===== config.mk =====
export PLATFORM = sky130hd
export DESIGN_NAME = vppm_slicer
export DESIGN_NICKNAME = d
export VERILOG_FILES = /design/src/rtl/vppm_slicer.sv
export SDC_FILE = /design/constraint.sdc
export NUM_CORES = 1
export LEC_CHECK = 0
export ABC_AREA = 1
export CAP_MARGIN = 5
export CORE_MARGIN = 1.5
export CORE_UTILIZATION = 50
export CTS_BUF_LIST = sky130_fd_sc_hd__clkbuf_4
export CTS_CLUSTER_SIZE = 14
export DETAILED_ROUTE_END_ITERATION = 10
export GPL_TIMING_DRIVEN = 0
export PLACE_DENSITY = 0.76
export SKIP_CTS_REPAIR_TIMING = 1
export SLEW_MARGIN = 20
export SYNTH_ARGS = -nofsm -noshare
export SYNTH_HDL_FRONTEND = slang
export SYNTH_SLANG_ARGS = --single-unit

===== constraint.sdc =====
create_clock -name clk -period 5.84 [get_ports clk]
set_input_delay 1.752 -clock clk [delete_from_list [all_inputs] [get_ports clk]]
set_output_delay 1.752 -clock clk [all_outputs]
set_load 0.01 [all_outputs]

===== src/rtl/vppm_slicer.sv =====
// VPPM slicer: hysteresis slicing of signed samples against the DC threshold,
// per-half-symbol high counts and one registered bit decision per symbol.
module vppm_slicer #(
   parameter int NBITS1 = 16,
   parameter int SPS    = 32,
   parameter int NBSPS  = 6,
   parameter int HYST   = 8,
   parameter int MARGIN = 2
) (
   input  logic                     clk,
   input  logic                     rst,
   input  logic                     thr_valid,
   input  logic signed [NBITS1-1:0] threshold,
   input  logic                     sample_valid,
   input  logic signed [NBITS1-1:0] dataIn,
   input  logic                     sym_sync,
   output logic                     bit_out,
   output logic                     bit_valid,
   output logic                     bit_err,
   output logic                     sync_err,
   output logic                     locked
);

   typedef enum logic [1:0] {IDLE, WAIT_SYNC, ACCUM} state_t;

   localparam logic [NBSPS-1:0]         LAST     = NBSPS'(SPS - 1);
   localparam logic [NBSPS-1:0]         HALF     = NBSPS'(SPS / 2);
   localparam logic signed [NBITS1:0]   HYST_X   = (NBITS1 + 1)'(HYST);
   localparam logic [NBSPS:0]           MARGIN_X = (NBSPS + 1)'(MARGIN);

   state_t             r_state, w_state_nxt;
   logic               r_lvl;
   logic [NBSPS-1:0]   r_idx, r_cnt_a, r_cnt_b;
   logic [NBSPS-1:0]   w_idx_nxt, w_cnt_a_nxt, w_cnt_b_nxt;
   logic               w_bit_out_nxt, w_bit_err_nxt, w_bit_valid_nxt, w_sync_err_nxt;

   logic signed [NBITS1:0] w_data_x, w_thr_x, w_thr_hi, w_thr_lo;
   logic                   w_lvl_next;
   logic [NBSPS-1:0]       w_lvl_cnt, w_cnt_b_fin;
   logic [NBSPS:0]         w_diff;

   // One extra bit keeps threshold +/- HYST free of overflow at the rails.
   assign w_data_x = {dataIn[NBITS1-1], dataIn};
   assign w_thr_x  = {threshold[NBITS1-1], threshold};
   assign w_thr_hi = w_thr_x + HYST_X;
   assign w_thr_lo = w_thr_x - HYST_X;

   always_comb begin
      w_lvl_next = r_lvl;
      if (w_data_x > w_thr_hi)
         w_lvl_next = 1'b1;
      else if (w_data_x < w_thr_lo)
         w_lvl_next = 1'b0;
   end

   assign w_lvl_cnt   = NBSPS'(w_lvl_next);
   // The last sample always falls in the second half, so only cnt_b needs it.
   assign w_cnt_b_fin = r_cnt_b + w_lvl_cnt;
   assign w_diff      = (w_cnt_b_fin > r_cnt_a) ? {1'b0, w_cnt_b_fin - r_cnt_a}
                                                : {1'b0, r_cnt_a - w_cnt_b_fin};
   assign locked      = (r_state == ACCUM);

   always_ff @(posedge clk) begin
      if (rst)
         r_state <= IDLE;
      else
         r_state <= w_state_nxt;
   end

   always_comb begin
      w_state_nxt     = r_state;
      w_idx_nxt       = r_idx;
      w_cnt_a_nxt     = r_cnt_a;
      w_cnt_b_nxt     = r_cnt_b;
      w_bit_out_nxt   = bit_out;
      w_bit_err_nxt   = bit_err;
      w_bit_valid_nxt = 1'b0;
      w_sync_err_nxt  = 1'b0;
      case (r_state)
         IDLE: begin
            if (thr_valid)
               w_state_nxt = WAIT_SYNC;
         end
         WAIT_SYNC: begin
            if (sample_valid && sym_sync) begin
               w_state_nxt = ACCUM;
               w_idx_nxt   = NBSPS'(1);
               w_cnt_a_nxt = w_lvl_cnt;
               w_cnt_b_nxt = '0;
            end
         end
         ACCUM: begin
            if (sample_valid) begin
               if (sym_sync) begin
                  // Resync takes priority, even on the symbol's last sample.
                  w_sync_err_nxt = (r_idx != '0);
                  w_idx_nxt      = NBSPS'(1);
                  w_cnt_a_nxt    = w_lvl_cnt;
                  w_cnt_b_nxt    = '0;
               end else if (r_idx == LAST) begin
                  w_bit_out_nxt   = (w_cnt_b_fin > r_cnt_a);
                  w_bit_err_nxt   = (w_diff < MARGIN_X);
                  w_bit_valid_nxt = 1'b1;
                  w_idx_nxt       = '0;
                  w_cnt_a_nxt     = '0;
                  w_cnt_b_nxt     = '0;
               end else begin
                  if (r_idx < HALF)
                     w_cnt_a_nxt = r_cnt_a + w_lvl_cnt;
                  else
                     w_cnt_b_nxt = r_cnt_b + w_lvl_cnt;
                  w_idx_nxt = r_idx + NBSPS'(1);
               end
            end
         end
         default: w_state_nxt = IDLE;
      endcase
      if (!thr_valid) begin
         w_state_nxt     = IDLE;
         w_idx_nxt       = '0;
         w_cnt_a_nxt     = '0;
         w_cnt_b_nxt     = '0;
         w_bit_out_nxt   = bit_out;
         w_bit_err_nxt   = bit_err;
         w_bit_valid_nxt = 1'b0;
         w_sync_err_nxt  = 1'b0;
      end
   end

   always_ff @(posedge clk) begin
      if (rst) begin
         r_lvl     <= 1'b0;
         r_idx     <= '0;
         r_cnt_a   <= '0;
         r_cnt_b   <= '0;
         bit_out   <= 1'b0;
         bit_err   <= 1'b0;
         bit_valid <= 1'b0;
         sync_err  <= 1'b0;
      end else begin
         if (sample_valid && thr_valid)
            r_lvl <= w_lvl_next;
         r_idx     <= w_idx_nxt;
         r_cnt_a   <= w_cnt_a_nxt;
         r_cnt_b   <= w_cnt_b_nxt;
         bit_out   <= w_bit_out_nxt;
         bit_err   <= w_bit_err_nxt;
         bit_valid <= w_bit_valid_nxt;
         sync_err  <= w_sync_err_nxt;
      end
   end

endmodule

## After elaboration in Yosys (flattened, before gate mapping)

Cells that the tools add are included.

- Add/sub/neg operators: 7
- Multipliers: 0
- Divide/modulo/power cells: 0
- Order comparisons: 5
- Eq/ne operators: 7
- Shifts and indexed selects: 0
- Multiplexer cells: 23
- Bitwise gates (word level): 4
- Reduce and logical (&&, ||, !) cells: 13

Operators by type and width:

| operator | count |
|---|---|
| 6-bit two-way mux | 15 |
| 6-bit case mux with 2 select lines | 3 |
| 16-bit by 5-bit adder with 17-bit output (second input constant) | 1 |
| 16-bit by 17-bit > comparator with 1-bit output | 1 |
| 16-bit by 17-bit < comparator with 1-bit output | 1 |
| 16-bit by 5-bit subtractor with 17-bit output (second input constant) | 1 |
| 6-bit by 1-bit adder with 6-bit output | 2 |
| 6-bit subtractor | 2 |
| 5-bit OR reduction | 2 |
| 4-bit AND reduction | 2 |
| 6-bit by 1-bit adder with 6-bit output (second input constant) | 1 |
| 6-bit by 5-bit equality test with 1-bit output (second input constant) | 1 |
| 6-bit > comparator | 1 |
| 6-bit by 2-bit < comparator with 1-bit output (second input constant) | 1 |
| 6-bit by 5-bit < comparator with 1-bit output (second input constant) | 1 |
| 2-bit case mux with 3 select lines | 1 |
| 6-bit nonzero test | 1 |
| 5-bit AND reduction | 1 |
| 2-bit inequality test (second input constant) | 2 |
| 4-bit by 2-bit inequality test with 1-bit output (second input constant) | 1 |
| 4-bit inequality test (second input constant) | 1 |
| 1-bit inverter | 4 |
| 1-bit two-way mux | 3 |
| 3-bit AND reduction | 1 |
| 8 further kinds | 9 |

- Register bits: 25
- Latch bits: 0
- RAM bits: 0
- Memory bits (read-only): 0
- Bits of input ports: 37
- Output and inout bits: 5
- Memories: 0

## Depth between registers and ports, before layout

Gate-level depths: netlist of the first run.

- Word-level depth: 10
- Gate-level depth with buffers: 39

## Least setup slack after synthesis of the first run

No wires, ideal clock.

- Path type: input-to-reg
- Start: input port threshold[3]
- End: register bit_err
- Arrival time: 5.621 ns
- Required time: 5.726 ns
- Slack: 0.106 ns
- Stages on the path: 35
- Path buffers: 0
- Cell sequence: inv_1 -> ha_1 -> nand2_1 -> inv_1 -> nand2_1 -> nor4_1 -> nand2_1 -> xor2_1 -> ha_1 -> nand2_1 -> nor2_1 -> nand2_1 -> nor2_1 -> nand2_1 -> nand3_1 -> nand2_1 -> nand3_1 -> nand2_1 -> ha_1 -> ha_1 -> nand3_1 -> xor2_1 -> inv_1 -> ha_1 -> nand2_1 -> inv_2 -> nand3b_1 -> nand3_2 -> nand2_4 -> inv_2 -> or2_1 -> nand3_1 -> nor2_1 -> nand2_1 -> a21oi_2

- Word-level cells in the longest chain between the ends: 8
- Elaborated cells between the ends (all ways): 12

RTL lines:

| item | RTL line | text |
|---|---|---|
| start: declaration | 13 | `input logic signed [NBITS1-1:0] threshold,` |
| 16-bit by 5-bit subtractor with 17-bit output | 46 | `assign w_thr_lo = w_thr_x - HYST_X;` |
| 16-bit by 17-bit < comparator with 1-bit output | 52 | `else if (w_data_x < w_thr_lo)` |
| 1-bit two-way mux | 52 |  |
| 1-bit two-way mux * | 50 | `if (w_data_x > w_thr_hi)` |
| via w_lvl_next | 38 | `logic w_lvl_next;` |
| 6-bit by 1-bit adder with 6-bit output * | 58 | `assign w_cnt_b_fin = r_cnt_b + w_lvl_cnt;` |
| 6-bit subtractor, or another cell as far along | 60 | `: {1'b0, r_cnt_a - w_cnt_b_fin};` |
| 6-bit two-way mux * | 59 | `assign w_diff = (w_cnt_b_fin > r_cnt_a) ? {1'b0, w_cnt_b_fin - r_cnt_a}` |
| 6-bit by 2-bit < comparator with 1-bit output * | 102 | `w_bit_err_nxt = (w_diff < MARGIN_X);` |
| end signal: assignment | 147 | `bit_err <= w_bit_err_nxt;` |
| end: declaration | 19 | `output logic bit_err,` |

The timed path passes the listed nets; every way through them passes the cells marked *.
A chain may end at the register's enable or synchronous reset.

## Worst setup path after layout of the first run

- Start: input port threshold[5]
- End: register bit_err

Same word-level chain as after synthesis.

==> flow_summary.ini, run 1 <==
[run_status]
outcome = completed

[global_route]
grt-ovfl-total = 0
grt_pass1_wl_um = 11390
grt_use_total = 0.2108
grt_max_degree = 16
first_global_vias = 2755
antenna_found_initial = 0

[die]
fp.dieW_um = 82.41
die_y_um = 82.41
fp.dieArea_um2 = 6791
coreArea_um2 = 5991
start_util = 0.5263
pin_count = 42
rows = 28

[sta]
setup_tns_ns = 0
fin_worst_skew_ns = 0.02881
period_minus_slack_ns = 5.723
slew_headroom = 0.6948
hold_violations = 0
setup_viol = 0
slew_viol_final = 0
min_period_over_period = 0.9800
tightest_slew_ns = 0.4578
max_freq_mhz = 174.7
fin_hold_ws_ns = 0.4865

[run]
maxCapViolCount = 0

[pwr]
p_total_mw = 0.4830
power.density_nw_per_um2 = 117.5
ir_drop_uv = 121.0
leakage_nw = 1.948

[logic_synthesis]
ys_ff_latch = 25
yosysMostFrequentCell = nand2_1
syn-num-nets = 562
synth_top_area_cell = ha_1
syn_inst = 471
ys_warn_count = 0
yosysSeqAreaShare = 0.1587
synth_common_cells = nand2_1 (118), inv_1 (73), ha_1 (52)
synth_cell_types = 44
synth_top_area_share = 0.2063
async_flop_share = 0
synth.cell_area_um2 = 3153
synth_edf_count = 0
synth_flop_cell = dfxtp_1
avgSynthCellArea_um2 = 6.694
ys_top_cells_by_area = ha_1 (21%), dfxtp_1 (16%), nand2_1 (14%)

[critical_path]
cp.required_ns = 6.09
crit_arrival_ns = 5.97
start_kind = primary input
timing.critical_path.to_type = register
slowest_stage = xnor2_2
cp_max_fo = 6
critPathMaxStageDelay_ns = 0.28
critPathKind = in2reg

[routing]
drcViolationCount = 0
wl_per_cell_um = 12.84
wl_um = 7755
drtPass1Iterations = 4
viasPerCell = 5.192
via_count = 3136
initialDrtViolationCount = 139
drtAntennaViolNets = 0

[finish]
postLayoutCoreUtil = 0.6863
regArea_um2 = 500.5
drive_gt1_frac = 0.2023
nets = 621
fillers = 503
synthToLayoutAreaGrowth_pct = 30.40
multi_input_area_um2 = 2636
n_antenna_cell = 0

[clock_network]
htreeDepth = 1
clk_path_buf_depth = 2
clk_pin_slew_worst_paths_ns = 0.17
clock-root-buffer = clkbuf_4
cts.sinks = 25
clkLatencyLatePin_ns = 0.34
cts_tree = built
cts_buffers = 3

[placed_design]
dp_hpwl_um = 5831
place.gp.congestion = 0.9411
io_buffer_count = 38

[min_path]
hp-class = reg2reg
[critical path: cells and delay by family]
| family | cells | cell delay [ns] |
|---|---|---|
| simple gates | 26 | 2.88 |
| fa+ha+maj | 3 | 0.70 |
| buf+inv | 5 | 0.29 |
| xor+xnor | 1 | 0.28 |
| compound gates | 1 | 0.05 |
[cells in the final DEF (no fill, tap or decap), drive strengths merged, types with 2 or more instances in the layout]
master         netlist  routed
dfxtp               25      25
xnor2                8       8
nand3               26      26
fa                   2       2
a211oi               3       3
nand2              123     123
nand3b               6       6
ha                  52      52
a31oi                4       4
o21ai               13      13
or2                  2       2
dlymetal6s2s         0       5
clkbuf               4       7
inv                 79      79
buf                  1      20
nor3                11      11
a21o                 2       2
nor4                 3       3
nand4                5       5
clkdlybuf4s50        0      30
xor2                19      19
a21oi               33      33
nor2                44      44
[cell type report]
| class | instances | area share |
|---|---|---|
| multi-input cells | 362 | 0.6412 |
| repair buffers | 54 | 0.1257 |
| flip-flops and latches | 25 | 0.1217 |
| inverters | 79 | 0.07456 |
| well taps | 75 | 0.02282 |
| plain buffers | 5 | 0.006695 |
| clock buffers | 3 | 0.005478 |
| clock inverters | 1 | 0.001826 |
[metrics by stage]
step                      setup slack [ns]  area (µm²)  instances
after floorplan                     0.1057        3153        471
after global placement             -0.9711        3627        584
after detailed placement            -1.074        3627        584
after CTS                          -0.7110        3657        588
after global routing               -0.1895        4111        604
final                               0.1170        4111        604
[cells by family after synthesis]
family,synth area share
AOI/OAI and AO/OA,0.1167
adders and majority gates,0.2190
DFF,0.1587
xor gates and xnor gates,0.07500
buffers and inverters,0.1016
and+or+nand+nor,0.3290
[state kept, by name, indices dropped and copies added (netlist names)]
name,flops
bit_err,1
bit_out,1
bit_valid,1
r_cnt_a,6
r_cnt_b,6
r_idx,6
r_lvl,1
r_state,2
sync_err,1
[where the power goes]
part           switching, mW  internal, mW
sequential           0.00168         0.173
combinational          0.126        0.0977
clock                 0.0587        0.0261
[final timing paths]
path	from	endpoint	slack (ns)	depth (start not counted)
max	threshold[5]	bit_err$_SDFFE_PP0P_	0.12	36
min	bit_err$_SDFFE_PP0P_	bit_err$_SDFFE_PP0P_	0.49	2
max reg2reg	r_lvl$_SDFFE_PP0P_	bit_err$_SDFFE_PP0P_	3.19	18
min reg2reg	bit_err$_SDFFE_PP0P_	bit_err$_SDFFE_PP0P_	0.49	2
[routing by layer]
layer  vias to the layer above  track usage  wire length (µm)
met3                         9      0.01758               248
met1                      1424       0.2671              3551
met4                         0      0.04068                80
li1                       1637            -                 -
met5                         -            0                 0
met2                        66       0.3870              3874
(Power assumes the default switching activity.)
==> run 2, diff against run 1 <==
--- a/config.mk
+++ b/config.mk
@@ -7,7 +7,7 @@
 export LEC_CHECK = 0
 export ABC_AREA = 1
 export CAP_MARGIN = 5
-export CORE_MARGIN = 1.5
+export CORE_MARGIN = 3
 export CORE_UTILIZATION = 50
 export CTS_BUF_LIST = sky130_fd_sc_hd__clkbuf_4
 export CTS_CLUSTER_SIZE = 14
==> flow_summary.ini, run 2 (same netlist as run 1, synthesis figures left out) <==
[sta]
rsz0062_at_grt = yes
fin_worst_skew_ns = 0.01422
setup_viol = 0
slew_headroom = 0.6858
period_minus_slack_ns = 5.729
tightest_slew_ns = 0.4713
max_freq_mhz = 174.6
slew_viol_final = 0
setup_ws_ns = 0.1111
hold_violations = 0
min_period_over_period = 0.9810

[routing]
wl_per_cell_um = 12.75
wl_um = 7664
viasPerCell = 5.225
drtPass1Iterations = 6
via_count = 3140
initialDrtViolationCount = 131
drcViolationCount = 0
drtAntennaViolNets = 0

[global_route]
first_global_vias = 2822
grt_max_degree = 17
grt_pass1_wl_um = 12180
grt_use_total = 0.1989
antenna_found_initial = 0
grt-ovfl-total = 0

[die]
pin_count = 42
fp.dieW_um = 85.41
rows = 28
coreArea_um2 = 6026
fp.dieArea_um2 = 7295
start_util = 0.5233
die_y_um = 85.41

[placed_design]
place.gp.congestion = 0.8731
placed_cells = 584
io_buffer_count = 38
dp_hpwl_um = 5974
post-place-ws_ns = -1.094

[finish]
regArea_um2 = 500.5
drive_gt1_frac = 0.1901
synthToLayoutAreaGrowth_pct = 28.81
final_common_cell = nand2_1
fillers = 520
n_antenna_cell = 0
postLayoutCoreUtil = 0.6740
fin_cells = 601
final_cell_mix = nand2_1 (110), inv_1 (68), ha_1 (45), nor2_1 (31), clkdlybuf4s50_1 (31)
nets = 618
multi_input_area_um2 = 2599
biggestRegsByFlops = r_cnt_a: 6 flops, r_cnt_b: 6 flops, r_idx: 6 flops

[pwr]
leakage_nw = 1.922
ir_drop_uv = 100.5
power.density_nw_per_um2 = 119.7
p_total_mw = 0.4861

[run_status]
outcome = completed

[clock_network]
cts_buffers = 3
clk_path_buf_depth = 2
clk_pin_slew_worst_paths_ns = 0.15
clock-root-buffer = clkbuf_4
htreeDepth = 1
cts_tree = built
cts.sinks = 25
clkLatencyLatePin_ns = 0.34

[critical_path]
crit_arrival_ns = 5.97
cp.required_ns = 6.08
slowest_stage = ha_1
start_kind = primary input
critical_path.most_common_cell = nand2_1
critPathMaxStageDelay_ns = 0.31
cp_max_fo = 6
critPathKind = in2reg
timing.critical_path.to_type = register

[min_path]
hp-class = reg2reg

[run]
maxCapViolCount = 0
run 2: cell types whose count changed in the layout (fill, tap and decap cells not counted), sizes merged:
| cell | change |
|---|---|
| inv | +1 |
| clkbuf | +1 |
| buf | -4 |
| clkdlybuf4s50 | +1 |
| dlymetal6s2s | -1 |
| clkinvlp | -1 |
run 2: worst max-delay path, delay by kind of cell:
family	cells	cell delay, ns
adder cells (fa/ha/maj)	3	0.74
buffers and inverters	4	0.33
AO/OA/AOI/OAI	1	0.05
AND/OR/NAND/NOR	23	2.66
XOR/XNOR	2	0.43
run 2: metrics by stage:
stage / hold slack (ns) / setup TNS (ns) / instance area, µm²
floorplan: 0.4493 / 0 / 3153
global placement: 0.4554 / -1.559 / 3627
detailed placement: 0.4729 / -1.793 / 3627
CTS: 0.4931 / -1.090 / 3659
global route: 0.5262 / -0.1760 / 4061
finish: 0.4818 / 0 / 4061
run 2: per-layer routing:
layer  GRT usage  wire length, µm  up-vias  part of all wire
met5           0                0        -                 0
met4     0.03597               70        0            0.0091
met3     0.02913              279        6             0.036
met2      0.3524             3754       68              0.49
met1      0.2574             3559     1439              0.46
li1            -                -     1627                 -
run 2: area by class of cell:
type / instances / area share
plain buffers: 5 / 0.006778
clock buffers: 3 / 0.005545
clock inverters: 1 / 0.002156
inverters: 79 / 0.07609
multi-input cells: 362 / 0.6399
flip-flops and latches: 25 / 0.1232
well taps: 75 / 0.02311
repair buffers: 51 / 0.1232
run 2: worst paths after layout:
check                                     startpoint                    to  slack, ns  depth (start not counted)
worst min-delay path            bit_err$_SDFFE_PP0P_  bit_err$_SDFFE_PP0P_       0.48                          2
worst min register to register  bit_err$_SDFFE_PP0P_  bit_err$_SDFFE_PP0P_       0.48                          2
worst max register to register    r_lvl$_SDFFE_PP0P_  bit_err$_SDFFE_PP0P_       3.11                         18
worst max-delay path                    threshold[5]  bit_err$_SDFFE_PP0P_       0.11                         33
run 2: power by group:
| group | total (mW) | internal (mW) | switching [mW] |
|---|---|---|---|
| clock network | 0.0898 | 0.0280 | 0.0618 |
| registers | 0.175 | 0.173 | 0.00159 |
| logic | 0.222 | 0.0954 | 0.126 |
==> run 3, diff against run 2 <==
--- a/config.mk
+++ b/config.mk
@@ -6,14 +6,16 @@
 export NUM_CORES = 1
 export LEC_CHECK = 0
 export ABC_AREA = 1
-export CAP_MARGIN = 5
+export CAP_MARGIN = 20
 export CORE_MARGIN = 3
 export CORE_UTILIZATION = 50
 export CTS_BUF_LIST = sky130_fd_sc_hd__clkbuf_4
+export CTS_CLUSTER_DIAMETER = 150
 export CTS_CLUSTER_SIZE = 14
 export DETAILED_ROUTE_END_ITERATION = 10
+export DONT_BUFFER_PORTS = 1
 export GPL_TIMING_DRIVEN = 0
-export PLACE_DENSITY = 0.76
+export PLACE_DENSITY = 0.68
 export SKIP_CTS_REPAIR_TIMING = 1
 export SLEW_MARGIN = 20
 export SYNTH_ARGS = -nofsm -noshare
==> flow_summary.ini, run 3 (same netlist as run 1, synthesis figures left out) <==
[run_status]
outcome = completed

[sta]
setup_tns_ns = 0
hold_violations = 0
rsz0062_at_grt = yes
slew_headroom = 0.6798
setup_viol = 0
fin_worst_skew_ns = 0.01090
tightest_slew_ns = 0.4803
min_period_over_period = 0.9630
period_minus_slack_ns = 5.624
max_freq_mhz = 177.8
slew_viol_final = 0

[clock_network]
clkLatencyLatePin_ns = 0.33
cts.sinks = 25
cts_tree = built
clock-root-buffer = clkbuf_4
cts_buffers = 3
htreeDepth = 1
clk_pin_slew_worst_paths_ns = 0.15
clk_path_buf_depth = 2

[global_route]
grt_use_total = 0.1947
antenna_found_initial = 0
first_global_vias = 2814
grt_pass1_wl_um = 11920
grt-ovfl-total = 0
grt_max_degree = 14

[finish]
n_antenna_cell = 0
fin_cells = 559
biggestRegsByFlops = r_cnt_a: 6 flops, r_cnt_b: 6 flops, r_idx: 6 flops
postLayoutCoreUtil = 0.5978
nets = 576
drive_gt1_frac = 0.1880
final_common_cell = nand2_1
final_cell_mix = nand2_1 (110), inv_1 (66), ha_1 (45), nor2_1 (32), a21oi_1 (27)
synthToLayoutAreaGrowth_pct = 14.25

[die]
coreArea_um2 = 6026
fp.dieArea_um2 = 7295
fp.dieW_um = 85.41
die_y_um = 85.41
pin_count = 42
rows = 28
start_util = 0.5233

[pwr]
ir_drop_uv = 108.7
seqPwrFrac = 0.392
power_frac_clock = 0.194
switching_share = 0.3745
p_int_mw = 0.2783
p_sw_mw = 0.1666
power.density_nw_per_um2 = 123.5
leakage_nw = 1.706
p_comb_frac = 0.414

[critical_path]
cp_max_fo = 6
timing.critical_path.to_type = register
critPathMaxStageDelay_ns = 0.30
crit_arrival_ns = 5.87
slowest_stage = xnor2_2
cp.required_ns = 6.09
r2r-start = r_lvl$_SDFFE_PP0P_
start_kind = primary input
ff2ff_path_depth = 18
r2r_end = bit_err$_SDFFE_PP0P_
critical_path.most_common_cell = nand3b_1
critPathKind = in2reg
reg2reg_slack_ns = 3.17

[placed_design]
place.gp.congestion = 0.8837
io_buffer_count = 0
placed_cells = 546
dp_hpwl_um = 5784

[min_path]
min_path_cells = 2
hold_start = r_cnt_b[4]$_SDFFE_PP0P_
hp-class = reg2reg
min_to = r_cnt_b[4]$_SDFFE_PP0P_

[routing]
drcViolationCount = 0
drtAntennaViolNets = 0
initialDrtViolationCount = 113
wl_um = 7083
via_count = 2905
drtPass1Iterations = 4
wl_per_cell_um = 12.67
viasPerCell = 5.197

[run]
maxCapViolCount = 0
## run 3: cell count changes in the layout (fill, tap and decap cells not counted), moves of 2 or more
cell,change
nand2_4,+2
ha_2,+2
buf_4,-3
inv_6,-2
inv_2,+3
clkinvlp_4,+2
inv_1,-2
ha_4,-2
clkdlybuf4s50_1,-31
dlymetal6s2s_1,-4
inv_4,-2
nand2_2,-2
## run 3: how the worst max path moves through the flow
stage                 start                    to  slack (ns)  cells past startpoint
2_1_floorplan  threshold[3]  bit_err$_SDFFE_PP0P_        0.11                     35
3_3_place_gp   threshold[3]  bit_err$_SDFFE_PP0P_       -0.54                     35
3_5_place_dp   threshold[4]  bit_err$_SDFFE_PP0P_       -0.61                     35
4_1_cts        threshold[4]  bit_err$_SDFFE_PP0P_       -0.25                     36
5_1_grt        threshold[3]  bit_err$_SDFFE_PP0P_       -0.09                     37
6_report       threshold[3]  bit_err$_SDFFE_PP0P_        0.22                     33
## run 3: critical path, delay by kind of cell
family | cells | cell delay [ns]
AO/OA/AOI/OAI | 2 | 0.12
XOR/XNOR | 1 | 0.30
adder cells (fa/ha/maj) | 4 | 0.91
buffers and inverters | 4 | 0.23
AND/OR/NAND/NOR | 22 | 2.56
## run 3: per-layer routing
layer,vias to the layer above,track usage,share of wire
li1,1543,-,-
met3,7,0.02913,0.050
met5,-,0,0
met4,0,0.04604,0.0097
met2,68,0.3468,0.49
met1,1287,0.2456,0.45
## run 3: cell type report
| class | instances | area [µm²] |
|---|---|---|
| plain buffers | 5 | 27.53 |
| flip-flops and latches | 25 | 500.5 |
| clock buffers | 4 | 30.03 |
| inverters | 79 | 306.5 |
| multi-input cells | 362 | 2576 |
| well taps | 75 | 93.84 |
| fillers | 570 | 2424 |
| repair buffers | 9 | 67.56 |
## run 3: through the flow
stage,instance area [µm²],hold WS [ns],setup slack [ns],power (mW)
5_1_grt,3602,0.5379,-0.08839,0.4833
2_1_floorplan,3153,0.4493,0.1057,0.3146
3_5_place_dp,3247,0.4611,-0.6100,0.3443
6_report,3602,0.5052,0.2160,0.4449
3_3_place_gp,3247,0.4560,-0.5384,0.3403
4_1_cts,3277,0.4819,-0.2542,0.4303
## run 3: power by group through the flow
stage                     registers [mW]  logic (mW)  clock network, mW
final                              0.175       0.184             0.0862
after floorplan                    0.178       0.137                  0
after detailed placement           0.178       0.166                  0
after global placement             0.178       0.162                  0
after global routing               0.175       0.214             0.0948
after CTS                          0.175       0.167             0.0890
